`src/rtl/weight_loader_fc.sv`:
```
// weight_loader_fc
// Loads one fully-connected layer's packed weight RAM from a byte-serial weight stream.
// The stream arrives in .mem file order: feature-major, with neuron index ascending within
// each feature. Each group of NUM_NEURONS weights is packed into one DATA_WIDTH word and
// written to the RAM at the feature address. The first weight of a group lands in the
// top slot, so the RAM word matches the ROM read layout data[i] = mem[addr*N + N-1-i].
//
// Ports
//   clk, rst_n         rising-edge clock, asynchronous active-low reset
//   start              pulse that starts a load (ignored unless idle)
//   s_valid/s_data     weight stream beat; accepted when s_valid && s_ready
//   s_ready            high while loading
//   wr_en              single-cycle RAM write strobe
//   wr_addr/wr_data    RAM address and packed word; both hold between writes
//   busy               load in progress (LOAD or FINISH)
//   done               single-cycle pulse together with the final write

module weight_loader_fc #(
    parameter int unsigned NUM_FEATURES = 16,
    parameter int unsigned NUM_NEURONS  = 10,
    parameter int unsigned WEIGHT_WIDTH = 8,
    parameter int unsigned ADDR_WIDTH   = $clog2(NUM_FEATURES),
    parameter int unsigned DATA_WIDTH   = NUM_NEURONS * WEIGHT_WIDTH
) (
    input  logic                    clk,
    input  logic                    rst_n,
    input  logic                    start,
    input  logic                    s_valid,
    input  logic [WEIGHT_WIDTH-1:0] s_data,
    output logic                    s_ready,
    output logic                    wr_en,
    output logic [ADDR_WIDTH-1:0]   wr_addr,
    output logic [DATA_WIDTH-1:0]   wr_data,
    output logic                    busy,
    output logic                    done
);

    localparam int unsigned KWidth = (NUM_NEURONS > 1) ? $clog2(NUM_NEURONS) : 1;
    localparam logic [KWidth-1:0]     KLast = KWidth'(NUM_NEURONS - 1);
    localparam logic [ADDR_WIDTH-1:0] FLast = ADDR_WIDTH'(NUM_FEATURES - 1);

    typedef enum logic [1:0] {StIdle, StLoad, StFinish} state_e;

    state_e                  state_q, state_d;
    logic [KWidth-1:0]       k_q, k_d;
    logic [ADDR_WIDTH-1:0]   f_q, f_d;
    logic [DATA_WIDTH-1:0]   shift_q, shift_d;
    logic                    wr_en_q, wr_en_d;
    logic                    done_q, done_d;
    logic [ADDR_WIDTH-1:0]   wr_addr_q, wr_addr_d;
    logic [DATA_WIDTH-1:0]   wr_data_q, wr_data_d;
    logic [DATA_WIDTH-1:0]   word_next;

    // Shift register including the beat being accepted this cycle; on the last beat of a
    // group this is the complete word, so it is written without an extra cycle.
    assign word_next = (shift_q << WEIGHT_WIDTH) | DATA_WIDTH'(s_data);

    always_comb begin
        state_d   = state_q;
        k_d       = k_q;
        f_d       = f_q;
        shift_d   = shift_q;
        wr_en_d   = 1'b0;
        done_d    = 1'b0;
        wr_addr_d = wr_addr_q;
        wr_data_d = wr_data_q;

        unique case (state_q)
            StIdle: begin
                if (start) begin
                    state_d = StLoad;
                    k_d     = '0;
                    f_d     = '0;
                    shift_d = '0;
                end
            end
            StLoad: begin
                // s_ready is high throughout LOAD, so s_valid alone means accept.
                if (s_valid) begin
                    shift_d = word_next;
                    if (k_q == KLast) begin
                        k_d       = '0;
                        wr_en_d   = 1'b1;
                        wr_addr_d = f_q;
                        wr_data_d = word_next;
                        if (f_q == FLast) begin
                            state_d = StFinish;
                            done_d  = 1'b1;
                            f_d     = '0;
                        end else begin
                            f_d = f_q + ADDR_WIDTH'(1);
                        end
                    end else begin
                        k_d = k_q + KWidth'(1);
                    end
                end
            end
            StFinish: begin
                // start is deliberately ignored here; it is honoured from the next cycle.
                state_d = StIdle;
            end
            default: begin
                state_d = StIdle;
            end
        endcase
    end

    always_ff @(posedge clk or negedge rst_n) begin
        if (!rst_n) begin
            state_q   <= StIdle;
            k_q       <= '0;
            f_q       <= '0;
            shift_q   <= '0;
            wr_en_q   <= 1'b0;
            done_q    <= 1'b0;
            wr_addr_q <= '0;
            wr_data_q <= '0;
        end else begin
            state_q   <= state_d;
            k_q       <= k_d;
            f_q       <= f_d;
            shift_q   <= shift_d;
            wr_en_q   <= wr_en_d;
            done_q    <= done_d;
            wr_addr_q <= wr_addr_d;
            wr_data_q <= wr_data_d;
        end
    end

    assign s_ready = (state_q == StLoad);
    assign busy    = (state_q != StIdle);
    assign wr_en   = wr_en_q;
    assign done    = done_q;
    assign wr_addr = wr_addr_q;
    assign wr_data = wr_data_q;

endmodule

```
`config.mk`:
```
export PLATFORM = sky130hd
export DESIGN_NAME = weight_loader_fc
export DESIGN_NICKNAME = d
export VERILOG_FILES = /design/src/rtl/weight_loader_fc.sv
export SDC_FILE = /design/constraint.sdc
export NUM_CORES = 1
export LEC_CHECK = 0
export CORE_UTILIZATION = 53
export DETAILED_ROUTE_END_ITERATION = 10
export PLACE_DENSITY = 0.9
export SKIP_CTS_REPAIR_TIMING = 1
export SLEW_MARGIN = 20
export SYNTH_ARGS = -nofsm -noshare
export SYNTH_HDL_FRONTEND = slang
export SYNTH_SLANG_ARGS = --single-unit
```
`constraint.sdc`:
```
create_clock -name clk -period 2.1 [get_ports clk]
set_clock_uncertainty 0.1 [all_clocks]
set_input_delay 0.525 -clock clk [delete_from_list [all_inputs] [get_ports clk]]
set_output_delay 0.525 -clock clk [all_outputs]
set_load 0.01 [all_outputs]
```
# == After elaboration in Yosys (flattened, before gate mapping) ==
# Cells that the tools add are included.
# Widths: inputs -> output; s select.
# word_totals
inputBits,12
word_cells,48
regBits,168
output_inout_bits,88
# classes
n_bitwise,1
n_mux,23
eq_ne,7
n_reduce_logical,7
add_sub_neg,2
# op_table
cell,count
$mux 72,2
$pmux 72 s2,1
$or 80x8->80,1
$mux 4,6
$pmux 4 s2,2
$add 4x1->4 const B,2
$eq 4x4->1 const B,2
$mux 2,4
$reduce_and 4->1,2
$mux 1,7
$reduce_and 3->1,2
$ne 2x1->1 const B,2
$ne 2x2->1 const B,2
$pmux 2 s2,1
$reduce_bool 2->1,2
$eq 2x1->1 const B,1
$logic_not 2->1,1

# == Logic depth before layout (Yosys ltp) ==
# Gate-level depths: netlist of the first run.
# logic_depth
depth_word,5
depth_mapped,9
ltp_nobuf,7

# == Least setup slack after synthesis of the first run ==
# No wires, ideal clock.
# synth_timing
kind,reg-to-reg
from,reg k_q[1]
to,reg wr_data_q[34] (netlist: wr_data[34])
required_time_ns,1.875
period_less_slack_ns,1.860
path_stages_with_launch,10
arrival_time_ns,1.635
slack_ns,0.240
n_path_buf,3
setup_time_ns,0.125
path_cell_list,dfrtp_1 inv_1 ha_1 and3b_1 buf_2 nand2_4 inv_2 buf_6 buf_6 mux2_4
# synth_between
elab_chain_len,2
# synth_rtl
item,line_no,text
"start, declared",45,"logic [KWidth-1:0] k_q, k_d;"
"start signal, assigned",120,k_q <= k_d;
$eq 4x4->1,81,if (k_q == KLast) begin
$reduce_and 3->1 (no line),-,
"end signal, assigned",126,wr_data_q <= wr_data_d;
"end, declared",51,"logic [DATA_WIDTH-1:0] wr_data_q, wr_data_d;"
# Every way passes these cells.
# A chain may end at the register's enable or synchronous reset.

# == Final worst setup path of the first run ==
# layout_timing
from,reg state_q[1]
to,out s_ready
# layout_between
elab_chain_len,1
# layout_rtl
item,line_no,text
"start, declared",44,"state_e state_q, state_d;"
"start signal, assigned",110,state_q <= StIdle;
"start signal, assigned",119,state_q <= state_d;
$eq 2x1->1,130,assign s_ready = (state_q == StLoad);
"end, declared",30,"output logic s_ready,"
# Every way passes these cells.

==> run metrics, run 1 <==
status=finished clean; Final Net Count=535; share of cells above drive strength 1=0.265; first-pass GRT wire length=22,600 µm; GRT Util Overall=0.239; largest net degree at the start of global routing=52; measured slew at the worst slew-check pin=just over 500 ps; maximum clock rate=roughly 0.5 GHz; maximum VDD drop=0.000738 V; Yosys top cell area share=0.651; Die Height=between 100 and 150 µm; CTS tree=done; leak pwr=3.88 nW; # rows=39; Crit path arrival time=about 1400 ps; CP Cell Sequence=buf_4 -> nand2b_4 -> inv_2 -> dlymetal6s2s_1; crit path time final=2000 ps; antenna-violating nets left=0; wire per inst=20.6 µm; Final period util=0.950; synthesized net count=426; initial DRC count=between 200 and 300; reg2reg path depth=8; Core Box Area=11,700 µm²; CTS root buf=clkbuf_16; Post-Syn Area=6460 µm²; peak fanout along the critical path=4; remaining global-route overflow=0; TritonCTS buffer count=17; Worst-path clk slew=60 ps; HPWL after detailed placement=just under 9000 µm; Initial Util=0.554; initial antenna violation count=0; Cell variety after synth=33; Max clock buf depth=2; vias per cell=5.89; EDFF count, synth=0; H-tree Lvls=4; Fillers=between 700 and 800; Critical Path RT=1470 ps; TNS Setup=0 ps; biggest area consumer among synthesized cells=dfrtp_1; vias in the first global route=4,127; crit path capture type=output pin; Seq/Total Area, Yosys=0.651; first drt pass iteration count=4; die area=about 13,000 µm²; Clock Latency Late Sink=420 ps; Ys Warns=0; hold path cells=1; largest cells by area after synthesis=dfrtp_1 65%, a22o_1 9.9%, mux2_4 9.3%, mux2_2 7.7%, buf_2 1.2%; antenna fix cells=0; Fin. Hold Viols=0; via count=3,977; gp weighted congestion=0.808; Max Cap Viol=0; Final Cell Area=8310 µm²; DP Area=~7700 µm²; CP startpoint kind=register; utilization after layout=0.712; io pins=100; Synth top cells by count=168 x dfrtp_1, 73 x a22o_1, 44 x mux2_2; Synth async-reset ratio=1.00; Layout Area Growth over Synthesis=28.6%; Avg Cell Area, Syn=15.7 µm²; Num Clock Sinks=168; most frequent cell after synthesis=dfrtp_1; Slew Viols, Final=0; PortBufs=99; WL final=13,900 µm; CP max stage delay=approximately 400 ps; hold crit path type=register to register; Max-slew headroom=0.657; Die X=around 110 µm; cell count after synthesis=411; FF+latch count, synth=168; main flop type after synthesis=dfrtp_1; pwr dens=1360 nW/µm²; RSZ-0062 raised after global routing=no; # DRC=0; Final Setup Violations=0; Crit-path slowest cell=dfrtp_1; Crit Path Class=register to output pin
## critical path, delay by kind of cell, from the launching register on
family / cells / cell delay [ps]
flops: 1 / 400
buf+inv: 3 / 390
simple gates: 1 / 150
## sequential cells by signal, indices dropped and copies added (netlist names)
name,count
f_q,4
wr_addr,4
done,1
wr_data,80
shift_q,72
k_q,4
state_q,2
wr_en,1
## layout by cell type (no fill, tap or decap), types with 2 or more instances in the layout
cell             synthesis  final
o21ai_0                  3      3
nand2b_1                 2      2
clkbuf_16                0     17
dlymetal6s2s_1           0      2
nand2_1                  8      8
ha_1                     3      3
inv_2                    2      2
o41ai_1                  2      2
bufinv_16                0      4
mux2_4                  40     40
clkinvlp_4               0      2
nand3_1                  6      6
clkinv_2                 0      5
a22o_1                  73     73
buf_4                    0     12
a21oi_1                  4      4
nor2_1                   6      6
dfrtp_1                168    168
buf_12                   0      6
clkdlybuf4s50_1          0     96
mux2_2                  44     44
inv_1                    6      5
## where the power goes
group,internal [W],total [W],switching (W),leakage (nW)
Combinational,0.00205,0.00320,0.00114,1.38
Clock,0.00201,0.00324,0.00123,0.302
Sequential,0.00415,0.00484,0.000695,2.20
Total,0.00821,0.0113,0.00307,3.88
## layer usage
layer	vias to the layer above	share of wire	global-route usage
met1	2087	0.43	0.318
met2	144	0.49	0.369
li1	1727	-	-
met4	0	0.019	0.0996
met5	-	0	0
met3	19	0.058	0.0740
## final cells by class
class | count | area (µm²) | area share
sequential | 168 | 4200 | 0.506
multi-input combinational | 207 | 2060 | 0.248
timing repair buffer | 118 | 1220 | 0.147
clock buffer | 18 | 439 | 0.0529
tap | 143 | 179 | 0.0215
clock inverter | 13 | 178 | 0.0214
inverter | 8 | 32.5 | 0.00392
## metrics by stage
step | hold WS, ps | setup slack, ps | instances | power, W
global route | 409 | 61.8 | 675 | 0.0118
floorplan | 129 | 240 | 411 | 0.00624
global placement | 382 | -129 | 641 | 0.00789
detailed placement | 381 | -154 | 641 | 0.00807
CTS | -56.2 | -171 | 672 | 0.0114
finish | 400 | 105 | 675 | 0.0113
## cells by family after synthesis
kind of cell / Yosys count / share of synthesized area
flip-flops: 168 / 0.651
AO/OA/AOI/OAI: 88 / 0.115
multiplexers: 85 / 0.171
buffers and inverters: 36 / 0.0308
AND/OR/NAND/NOR: 31 / 0.0269
adder cells (fa/ha/maj): 3 / 0.00581
## path summary, 6_finish.rpt
kind                        startpoint  slack (ps)           to
max                         state_q[1]         100      s_ready
min                        shift_q[66]         400  shift_q[66]
max reg2reg                 state_q[1]         120  wr_data[21]
min reg2reg                shift_q[66]         400  shift_q[66]
max in group asynchronous        rst_n         800   wr_data[1]
min in group asynchronous        rst_n         520  shift_q[61]
Note: power is estimated with default switching activity, not from simulation.
==> run 2, diff against run 1 <==
--- a/config.mk
+++ b/config.mk
@@ -5,6 +5,7 @@
 export SDC_FILE = /design/constraint.sdc
 export NUM_CORES = 1
 export LEC_CHECK = 0
+export CAP_MARGIN = 10
 export CORE_UTILIZATION = 53
 export DETAILED_ROUTE_END_ITERATION = 10
 export PLACE_DENSITY = 0.9
==> results of run 2 <==
No change in the layout: final DEF, timing and power equal those of run 1.
==> run 3, diff against run 2 <==
==> constraint.sdc (replaced) <==
create_clock -name clk -period 1.9 [get_ports clk]
set_clock_uncertainty 0.1 [all_clocks]
set_input_delay 0.475 -clock clk [delete_from_list [all_inputs] [get_ports clk]]
set_output_delay 0.475 -clock clk [all_outputs]
set_load 0.01 [all_outputs]
==> run 3 against run 2 <==
Worst setup slack worse by 170 ps; cell area is 6.1% higher; die area stayed put; non-clock buffer count is 15 higher; core utilization is 4.3 points higher; the run now ends with setup timing left; highest routed layer unchanged; sequential share of layout area is 2.9 points lower; clock power is 16% higher; register-to-register slack worse by 160 ps; critical path depth stayed put.
==> run metrics, run 3 (synthesized netlist as in run 1, its figures left out) <==
status=finished, violations left (was finished clean); violated checks=setup timing; remaining global-route overflow=0 (unchanged); Pwr Total=0.0126 W (was 0.0113 W); share of cells above drive strength 1=0.285 (was 0.265); hold path cells=1 (unchanged); TNS Setup=-446 ps (was 0 ps); Clock Latency Late Sink=420 ps (about the same); Crit-path slowest cell=dfrtp_1 (unchanged); Final Setup Violations=28 (was 0); maximum VDD drop=0.000837 V (was 0.000738 V); wire per inst=21.8 µm (was 20.6 µm); sw frac=0.274 (was 0.272); first drt pass iteration count=5 (was 4); highest metal used=met4 (unchanged); most common cell after layout, fill and taps aside=dfrtp_1 (unchanged); critical path depth=4 (unchanged); H-tree Lvls=4 (unchanged); reg2reg path depth=8 (unchanged); P_sw=0.00346 W (was 0.00307 W); die area=12,600 µm² (unchanged); Crit Path Class=register to output pin (unchanged); TritonCTS buffer count=17 (unchanged); WP buf/inv=3 (unchanged); GRT Util Overall=0.233 (was 0.239); Slew Viols, Final=0 (unchanged); CTS root buf=clkbuf_16 (unchanged); # rows=39 (unchanged); Max Cap Viol=0 (unchanged); maximum clock rate=just over 0.5 GHz; Fillers=627 (was 728); initial antenna violation count=0 (unchanged); max reg flops=80 (unchanged); Initial Util=0.554 (unchanged); Die Height=112 µm (unchanged); Seq pwr share=0.421 (was 0.429); WL met3=920 µm (was 804 µm); hold crit path type=register to register (unchanged); largest delay contributor family on the critical path=buffers and inverters (was flip-flops); commonest non-fill, non-tap cells in the layout=167 x dfrtp_1, 86 x dlymetal6s2s_1, 73 x a22o_1, 44 x mux2_2, 40 x mux2_4 (was 168 x dfrtp_1, 96 x clkdlybuf4s50_1, 73 x a22o_1, 44 x mux2_2, 40 x mux2_4); register area=4210 µm² (was 4200 µm²); Critical Path RT=1320 ps (was 1470 ps); Final period util=1.03; utilization after layout=0.756 (was 0.712); Multi-input gate area=2060 µm² (unchanged); CP Cell Sequence=buf_4 -> nand2b_4 -> inv_2 -> dlymetal6s2s_1 (unchanged); Layout Area Growth over Synthesis=36.4% (was 28.6%); pwr dens=1430 nW/µm² (was 1360 nW/µm²); Max-slew headroom=0.639 (was 0.657); met2 wire length=7800 µm (was 6850 µm); vias in the first global route=4,185 (was 4,127); combinational share of power=0.281 (was 0.283); peak fanout along the critical path=4 (unchanged); HPWL after detailed placement=8870 µm (was 8790 µm); PortBufs=99 (unchanged); crit path capture type=output pin (unchanged); measured slew at the worst slew-check pin=542 ps (was 515 ps); first-pass GRT wire length=22,400 µm (was 22,600 µm); Worst-path clk slew=60 ps (about the same); CP startpoint kind=register (unchanged); Die X=112 µm (unchanged); R2R Setup Slk=-40 ps (was 120 ps); Final Net Count=551 (was 535); CTS tree=done (unchanged); crit path time final=1960 ps; Clk pwr share=0.298 (was 0.287); vias per cell=5.95 (was 5.89); gp weighted congestion=0.887 (was 0.808); antenna fix cells=0 (unchanged); Fin. Hold Viols=0 (unchanged); antenna-violating nets left=0 (unchanged); CP max stage delay=410 ps (was 400 ps); # DRC=0 (unchanged); io pins=100 (unchanged); Core Box Area=11,700 µm² (unchanged); final worst setup slack=-63.0 ps (was 105 ps); RSZ-0062 raised after global routing=yes (was no); via count=4,111 (was 3,977); Num Clock Sinks=168 (unchanged); Max clock buf depth=2 (unchanged); WL met1=6170 µm (was 5980 µm); largest net degree at the start of global routing=55 (was 52); Crit path arrival time=1390 ps (was 1370 ps); WL final=15,100 µm (was 13,900 µm); Int Power=0.00917 W (was 0.00821 W); leak pwr=5.35 nW (was 3.88 nW); initial DRC count=199 (was 286)
## run 3: cell count changes in the layout (fill, tap and decap cells not counted), sizes merged
cell,previous run,this run
clkdlybuf4s50,96,12
clkinvlp,2,0
clkbuf,18,24
buf,19,30
bufinv,4,5
dlymetal6s2s,2,86
## run 3: stage by stage
step / area (µm²) / setup slack (ps) / hold WS [ps] / std cells
2_1_floorplan: 6460 / 39.6 / 79.4 / 411
3_3_place_gp: 7740 / -252 / 363 / 651
3_5_place_dp: 7740 / -322 / 369 / 651
4_1_cts: 8390 / -314 / -85.0 / 682
5_1_grt: 8810 / -101 / 422 / 691
6_report: 8810 / -63.0 / 399 / 691
## run 3: cell type report
class | count | share of cell area
Sequential cell | 168 | 0.477
Multi-Input combinational cell | 207 | 0.234
Timing Repair Buffer | 133 | 0.189
Clock buffer | 20 | 0.0518
Clock inverter | 11 | 0.0221
Tap cell | 143 | 0.0203
Inverter | 8 | 0.00483
Timing Repair inverter | 1 | 0.000994
## run 3: worst paths after layout
check	from	endpoint
max	state_q[1]	s_ready
min reg2reg	wr_data[2]	wr_data[2]
min	wr_data[2]	wr_data[2]
max reg2reg	state_q[1]	wr_data[76]
min in group asynchronous	rst_n	wr_en
max in group asynchronous	rst_n	wr_data[60]
## run 3: worst register-to-register path, delay by kind of cell, from the launching register on
kind / cells / cell delay (ps)
multiplexers: 1 / 350
AND/OR/NAND/NOR: 3 / 420
flip-flops: 1 / 410
buffers and inverters: 4 / 530
## run 3: power by group through the flow
| stage | logic (W) | clock network [W] | registers [W] |
|---|---|---|---|
| after floorplan | 0.00138 | 0 | 0.00551 |
| after global placement | 0.00348 | 0 | 0.00529 |
| after detailed placement | 0.00361 | 0 | 0.00535 |
| after CTS | 0.00365 | 0.00380 | 0.00532 |
| after global routing | 0.00378 | 0.00398 | 0.00542 |
| final | 0.00355 | 0.00376 | 0.00532 |
## run 3: metal layers
layer  track usage  vias to the layer above
li1              -                     1766
met1         0.302                     2174
met2         0.373                      151
met3        0.0864                       20
met4        0.0640                        0
met5             0                        -
